===== src/rtl/alu_exec_unit.sv =====
// ALU execute unit. It decodes {ctrl, funct} and runs single-cycle operations
// with a one-cycle latency. Multiply and divide run iteratively and own the
// HI/LO pair. A start/busy/done handshake lets the sequencer stall while a
// long operation is in progress.
module alu_exec_unit #(
  parameter int WIDTH   = 32,
  parameter int SHAMT_W = 5
) (
  input  logic               clk,
  input  logic               rst_n,
  input  logic               start,
  input  logic [2:0]         ctrl,
  input  logic [5:0]         funct,
  input  logic [WIDTH-1:0]   src_a,
  input  logic [WIDTH-1:0]   src_b,
  input  logic [SHAMT_W-1:0] shamt,
  output logic               busy,
  output logic               done,
  output logic [WIDTH-1:0]   result,
  output logic               zero,
  output logic               illegal,
  output logic [WIDTH-1:0]   hi,
  output logic [WIDTH-1:0]   lo
);

  localparam int CNT_W = $clog2(WIDTH + 1);

  typedef enum logic [1:0] {IDLE = 2'd0, MUL = 2'd1, DIV = 2'd2} state_t;

  state_t state, state_nxt;

  // Absolute value when the operation is signed; otherwise pass through.
  function automatic logic [WIDTH-1:0] magnitude(input logic [WIDTH-1:0] v,
                                                 input logic is_signed);
    return (is_signed && v[WIDTH-1]) ? -v : v;
  endfunction

  // Restores the sign of a quotient or remainder after magnitude division.
  function automatic logic [WIDTH-1:0] apply_sign(input logic [WIDTH-1:0] v,
                                                  input logic neg);
    return neg ? -v : v;
  endfunction

  // Restores the sign of a double-width product.
  function automatic logic [2*WIDTH-1:0] apply_sign2(input logic [2*WIDTH-1:0] v,
                                                     input logic neg);
    return neg ? -v : v;
  endfunction

  logic signed [WIDTH-1:0] sa, sb;
  logic [SHAMT_W-1:0]      vamt;

  assign sa   = src_a;
  assign sb   = src_b;
  assign vamt = src_a[SHAMT_W-1:0];

  logic [WIDTH-1:0] sc_res;
  logic             sc_ill, go_mul, go_div, md_signed, wr_hi, wr_lo;

  // Operation decode and single-cycle result.
  always_comb begin
    sc_res    = '0;
    sc_ill    = 1'b0;
    go_mul    = 1'b0;
    go_div    = 1'b0;
    md_signed = 1'b0;
    wr_hi     = 1'b0;
    wr_lo     = 1'b0;
    case (ctrl)
      3'b000:  sc_res = src_a + src_b;
      3'b001:  sc_res = src_a - src_b;
      3'b011:  sc_res = WIDTH'(sa < sb);
      3'b100:  sc_res = src_a & src_b;
      3'b101:  sc_res = src_a | src_b;
      3'b110:  sc_res = src_a ^ src_b;
      3'b111:  sc_res = WIDTH'(src_a < src_b);
      default: begin
        case (funct)
          6'b100000, 6'b100001: sc_res = src_a + src_b;
          6'b100010, 6'b100011: sc_res = src_a - src_b;
          6'b100100: sc_res = src_a & src_b;
          6'b100101: sc_res = src_a | src_b;
          6'b100110: sc_res = src_a ^ src_b;
          6'b100111: sc_res = ~(src_a | src_b);
          6'b101010: sc_res = WIDTH'(sa < sb);
          6'b101001: sc_res = WIDTH'(src_a < src_b);
          6'b001001: sc_res = src_a + src_b;
          6'b001000: sc_res = '0;
          6'b000000: sc_res = src_b << shamt;
          6'b000010: sc_res = src_b >> shamt;
          6'b000011: sc_res = sb >>> shamt;
          6'b000100: sc_res = src_b << vamt;
          6'b000110: sc_res = src_b >> vamt;
          6'b000111: sc_res = sb >>> vamt;
          6'b010000: sc_res = hi;
          6'b010010: sc_res = lo;
          6'b010001: begin
            sc_res = src_a;
            wr_hi  = 1'b1;
          end
          6'b010011: begin
            sc_res = src_a;
            wr_lo  = 1'b1;
          end
          6'b011000: begin
            go_mul    = 1'b1;
            md_signed = 1'b1;
          end
          6'b011001: go_mul = 1'b1;
          6'b011010: begin
            go_div    = 1'b1;
            md_signed = 1'b1;
          end
          6'b011011: go_div = 1'b1;
          default:   sc_ill = 1'b1;
        endcase
      end
    endcase
  end

  logic [CNT_W-1:0]   cnt;
  logic [2*WIDTH-1:0] md_p;
  logic [WIDTH-1:0]   md_cand, md_q, md_rem, md_a;
  logic               md_neg_q, md_neg_r, md_div0;
  logic               last;

  logic [WIDTH-1:0]   mag_a, mag_b;
  logic [WIDTH:0]     mul_sum;
  logic [2*WIDTH-1:0] mul_next, prod_fix;
  logic [WIDTH:0]     div_shift;
  logic               div_ok;
  logic [WIDTH-1:0]   div_rem_next, div_q_next, div_lo, div_hi;

  assign busy  = (state != IDLE);
  assign last  = (cnt == CNT_W'(1));
  assign mag_a = magnitude(src_a, md_signed);
  assign mag_b = magnitude(src_b, md_signed);

  // One shift-add multiply step: the multiplier sits in the low half of md_p
  // and is consumed from bit 0 while partial products accumulate above it.
  assign mul_sum  = {1'b0, md_p[2*WIDTH-1:WIDTH]} + {1'b0, (md_p[0] ? md_cand : '0)};
  assign mul_next = {mul_sum, md_p[WIDTH-1:1]};
  assign prod_fix = apply_sign2(mul_next, md_neg_q);

  // One restoring-divide step: shift the next dividend bit into the partial
  // remainder and keep the subtraction only if it does not go negative.
  assign div_shift    = {md_rem, md_q[WIDTH-1]};
  assign div_ok       = (div_shift >= {1'b0, md_cand});
  assign div_rem_next = div_ok ? WIDTH'(div_shift - {1'b0, md_cand}) : div_shift[WIDTH-1:0];
  assign div_q_next   = {md_q[WIDTH-2:0], div_ok};
  assign div_lo       = md_div0 ? '1   : apply_sign(div_q_next, md_neg_q);
  assign div_hi       = md_div0 ? md_a : apply_sign(div_rem_next, md_neg_r);

  // State register.
  always_ff @(posedge clk or negedge rst_n) begin
    if (!rst_n) state <= IDLE;
    else        state <= state_nxt;
  end

  // Next-state logic: enter MUL/DIV on an accepted start, leave after the last step.
  always_comb begin
    state_nxt = state;
    case (state)
      IDLE: begin
        if (start && go_mul)      state_nxt = MUL;
        else if (start && go_div) state_nxt = DIV;
      end
      MUL, DIV: if (last) state_nxt = IDLE;
      default:  state_nxt = IDLE;
    endcase
  end

  // Datapath: operand capture, iteration, and HI/LO/result writeback.
  always_ff @(posedge clk or negedge rst_n) begin
    if (!rst_n) begin
      result   <= '0;
      zero     <= 1'b0;
      done     <= 1'b0;
      illegal  <= 1'b0;
      hi       <= '0;
      lo       <= '0;
      cnt      <= '0;
      md_p     <= '0;
      md_cand  <= '0;
      md_q     <= '0;
      md_rem   <= '0;
      md_a     <= '0;
      md_neg_q <= 1'b0;
      md_neg_r <= 1'b0;
      md_div0  <= 1'b0;
    end else begin
      done    <= 1'b0;
      illegal <= 1'b0;
      case (state)
        IDLE: begin
          if (start) begin
            if (go_mul || go_div) begin
              cnt      <= CNT_W'(WIDTH);
              md_p     <= {{WIDTH{1'b0}}, mag_b};
              md_cand  <= go_div ? mag_b : mag_a;
              md_q     <= mag_a;
              md_rem   <= '0;
              md_a     <= src_a;
              md_neg_q <= md_signed & (src_a[WIDTH-1] ^ src_b[WIDTH-1]);
              md_neg_r <= md_signed & src_a[WIDTH-1];
              md_div0  <= (src_b == '0);
            end else begin
              result  <= sc_res;
              zero    <= (sc_res == '0);
              done    <= 1'b1;
              illegal <= sc_ill;
              if (wr_hi) hi <= src_a;
              if (wr_lo) lo <= src_a;
            end
          end
        end
        MUL: begin
          md_p <= mul_next;
          cnt  <= cnt - CNT_W'(1);
          if (last) begin
            hi     <= prod_fix[2*WIDTH-1:WIDTH];
            lo     <= prod_fix[WIDTH-1:0];
            result <= prod_fix[WIDTH-1:0];
            zero   <= (prod_fix[WIDTH-1:0] == '0);
            done   <= 1'b1;
          end
        end
        DIV: begin
          md_rem <= div_rem_next;
          md_q   <= div_q_next;
          cnt    <= cnt - CNT_W'(1);
          if (last) begin
            hi     <= div_hi;
            lo     <= div_lo;
            result <= div_lo;
            zero   <= (div_lo == '0);
            done   <= 1'b1;
          end
        end
        default: ;
      endcase
    end
  end

endmodule

===== config.mk =====
export PLATFORM = sky130hd
export DESIGN_NAME = alu_exec_unit
export DESIGN_NICKNAME = d
export VERILOG_FILES = /design/src/rtl/alu_exec_unit.sv
export SDC_FILE = /design/constraint.sdc
export NUM_CORES = 2
export LEC_CHECK = 0
export BUFFER_PORTS_ARGS = -buffer_cell sky130_fd_sc_hd__buf_2
export CELL_PAD_IN_SITES_DETAIL_PLACEMENT = 1
export CELL_PAD_IN_SITES_GLOBAL_PLACEMENT = 2
export CORE_MARGIN = 1.5
export CORE_UTILIZATION = 34
export CTS_CLUSTER_SIZE = 24
export DETAILED_ROUTE_END_ITERATION = 8
export PLACE_DENSITY = 0.83
export SYNTH_ARGS = -nofsm -noshare
export SYNTH_HDL_FRONTEND = slang
export SYNTH_SLANG_ARGS = --single-unit

===== constraint.sdc =====
create_clock -name clk -period 6 [get_ports clk]
set_clock_uncertainty 0.15 [all_clocks]
set_input_delay 0 -clock clk [delete_from_list [all_inputs] [get_ports clk]]
set_output_delay 0 -clock clk [all_outputs]
set_load 0.05 [all_outputs]

==> impl_metrics.py <==
metrics = {
    "global_route": {
        "grt_pass1_wl_mm": 366,
        "grt.busiest_layer": "met2",
        "grt_overflow": 0,
        "use_met1_pct": 52.8,
        "met3_usage_pct": 9.19,
        "antenna_found_initial": 30,
        "met2_usage_pct": 71.3,
        "grt_max_degree": 138,
        "grt_usage_pct": 46.1,
        "grt_pass1_vias": 46700,
    },
    "floorplanning": {
        "dieArea_um2": 112000,
        "die_width_um": 334,
        "start_util_pct": 34.3,
        "rows": 121,
        "coreArea_um2": 109000,
        "io_pins": 181,
        "die_y_um": 334,
    },
    "worst_setup_path": {
        "r2r-end": "hi[31]",
        "r2r-start": "md_cand[13]",
        "end_kind": "flip-flop",
        "critical_path_class": "in2reg",
        "arrival_ns": 6.10,
        "cp.required_ns": 6.35,
        "rrSetupSlack_ns": 0.29,
        "critical_path.startpoint": "funct[1]",
        "start_kind": "primary input",
        "r2r_cells": 18,
        "cp_max_fo": 18,
        "critPathCapture": "zero",
    },
    "clock_tree": {
        "max-clock-path-buffers": 3,
        "cts_tree": "done",
        "clk_latency_ns": 0.59,
        "cts_sinks": 302,
        "cts_max_level": 2,
        "clkTransAtPathRegs_ns": 0.07,
        "numCtsBuffers": 36,
        "clock-root-buffer": "clkbuf_16",
    },
    "routing": {
        "drtIter0Drc": 5488,
        "ant_nets": 0,
        "vias_per_cell": 6.85,
        "drc_errors": 0,
        "dr.pass1.iters": 6,
        "wl_mm": 266,
        "num_vias": 46900,
        "wl_per_cell_um": 38.8,
    },
    "yosys": {
        "ys_seq_area_share_pct": 20.3,
        "synth_cell_type_count": 104,
        "syn-cell-area_um2": 37300,
        "yosysWarnings": 0,
        "synth_edf_count": 0,
        "synth_fp_nets": 5378,
        "async_flop_share_pct": 100,
        "synthFlopType": "dfrtp_1",
        "ys_ff_latch": 302,
        "synthCells": 5120,
        "avgSynthCellArea_um2": 7.28,
    },
    "power_and_ir_drop": {
        "p_leak_nw": 18.7,
        "power.density_nw_per_um2": 306,
        "power_mw": 13.3,
        "ir_drop_v": 0.000210,
    },
    "finish": {
        "fillerInstances": 13600,
        "drive_gt1_share_pct": 14.6,
        "finalInstanceArea_um2": 43500,
        "register_area_um2": 7560,
        "syn2layout_area_growth_pct": 16.6,
        "finalNonFillerCells": 6840,
        "final_common_cell": "nand2_1",
        "final_cell_mix": "nand2_1, a21oi_1, o21ai_0",
        "utilization_pct": 39.9,
        "nNetsFinal": 5649,
        "multi_input_area_um2": 27700,
    },
    "timing": {
        "slew_violations": 0,
        "fin_crit_sh_pct": 95.9,
        "whs_ns": -0.0353,
        "tightest_slew_ns": 1.37,
        "finalHoldViolations": 12,
        "max_freq_mhz": 174,
        "setup_ws_ns": 0.246,
        "fin_tns_setup_ns": 0,
        "setup_viol": 0,
        "rsz0062_at_grt": "no",
        "post-route-min-period_ns": 5.75,
        "relSlewSlack_pct": 8.09,
    },
    "run": {
        "drv_cap": 0,
    },
    "placed_design": {
        "io_buffers": 180,
        "post-place-ws_ns": -0.00828,
        "gp_congestion": 1.09,
        "placed_cells": 6726,
        "place_area_um2": 41800,
        "dp_hpwl_mm": 213,
    },
    "outcome": {
        "violations": "negative hold slack",
        "outcome": "complete, but fails checks",
    },
    "worst_hold_path": {
        "hold_class": "in2async",
    },
}
## repair_timing
| item | 4_1_cts | 5_1_grt |
|---|---|---|
| setup endpoints to repair | 0 | 2 |
| gates resized for setup | 0 | 5 |
| setup buffers | 0 | 0 |
| hold buffers | 41 | 0 |
| endpoints found under the hold margin | 190 | 0 |
## Yosys cell counts (all sizes together), types with 30 or more instances
cell type | instances | share of area (%)
or3 | 47 | 0.80
a31oi | 45 | 0.76
a21oi | 454 | 6.1
nand2 | 585 | 5.9
nand2b | 59 | 0.99
clkbuf | 323 | 3.3
xnor2 | 228 | 5.4
o22ai | 81 | 1.4
nor3 | 133 | 1.9
buf | 73 | 0.93
or4 | 30 | 0.64
a22o | 50 | 1.2
ha | 173 | 5.8
nand3 | 129 | 1.7
a2111oi | 33 | 0.78
o21ai | 463 | 6.3
and2 | 66 | 1.1
a221oi | 74 | 1.8
inv | 168 | 1.7
a211oi | 90 | 1.8
nor4 | 45 | 0.76
a22oi | 45 | 0.91
mux2i | 206 | 5.5
xor2 | 61 | 1.4
nand4 | 43 | 0.72
a21o | 61 | 1.2
and3 | 37 | 0.62
o31ai | 104 | 2.1
o211ai | 63 | 1.3
nor2 | 392 | 4.0
dfrtp | 302 | 20
## power breakdown
part | switching (mW) | leakage, nW | total [mW] | internal [mW]
Sequential | 0.953 | 3.87 | 3.52 | 2.57
Clock | 1.03 | 0.564 | 2.36 | 1.33
Combinational | 5.30 | 14.2 | 7.42 | 2.11
## critical path, cell delays in order
cell and delay (ns):
dlygate4sd3_1 0.54, buf_6 0.28, and2_1 0.75, a21oi_1 0.31, nor2_1 0.21, buf_4 0.24, a2111oi_0 0.19, nor4b_2 0.66
o311ai_0 0.45, a2111oi_0 0.46, a32oi_1 0.20, or4_1 0.68, nor4_1 0.31, nand4_1 0.12, nor4_1 0.31, buf_4 0.18
a41o_1 0.16
## state kept, by name, summed over array words and instances, names as in the netlist
register  count
md_p         64
hi           32
lo           32
md_a         32
md_cand      32
md_q         32
md_rem       32
result       32
cnt           6
state         2
done          1
illegal       1
md_div0       1
md_neg_q      1
md_neg_r      1
zero          1
## per-layer routing
metal  vias up  share of wire (%)
li1      19600                  -
met1     23400                 36
met2      2859                 43
met3      1020                8.5
met4        20                 12
met5         -              0.051
## cell type report
cell class | count | share of cell area, %
Clock buffer | 52 | 2.37
Tap cell | 1414 | 4.07
Timing Repair Buffer | 629 | 10.6
Inverter | 178 | 1.54
Clock inverter | 10 | 0.331
Sequential cell | 302 | 17.4
Antenna cell | 11 | 0.0633
Multi-Input combinational cell | 4244 | 63.7
## cells by family (layout without fill, tap and decap cells)
kind of cell | after synthesis | count (layout) | share of synthesized area [%]
AOI/OAI and AO/OA | 1863 | 1863 | 32.8
xor gates and xnor gates | 289 | 289 | 6.79
adders and majority gates | 177 | 177 | 6.02
buffers and inverters | 574 | 869 | 5.97
DFF | 302 | 302 | 20.3
muxes | 231 | 231 | 6.53
other | 0 | 11 | 0
and+or+nand+nor | 1684 | 1684 | 21.6
## worst min path at each step
stage | startpoint | end | cells after the start
after floorplan | rst_n | cnt[0] | 0
after global placement | rst_n | md_a[3] | 1
after detailed placement | rst_n | md_a[6] | 1
after CTS | rst_n | md_a[6] | 2
after global routing | rst_n | cnt[4] | 2
final | rst_n | cnt[4] | 2
Note: power is estimated with default switching activity, not from simulation.
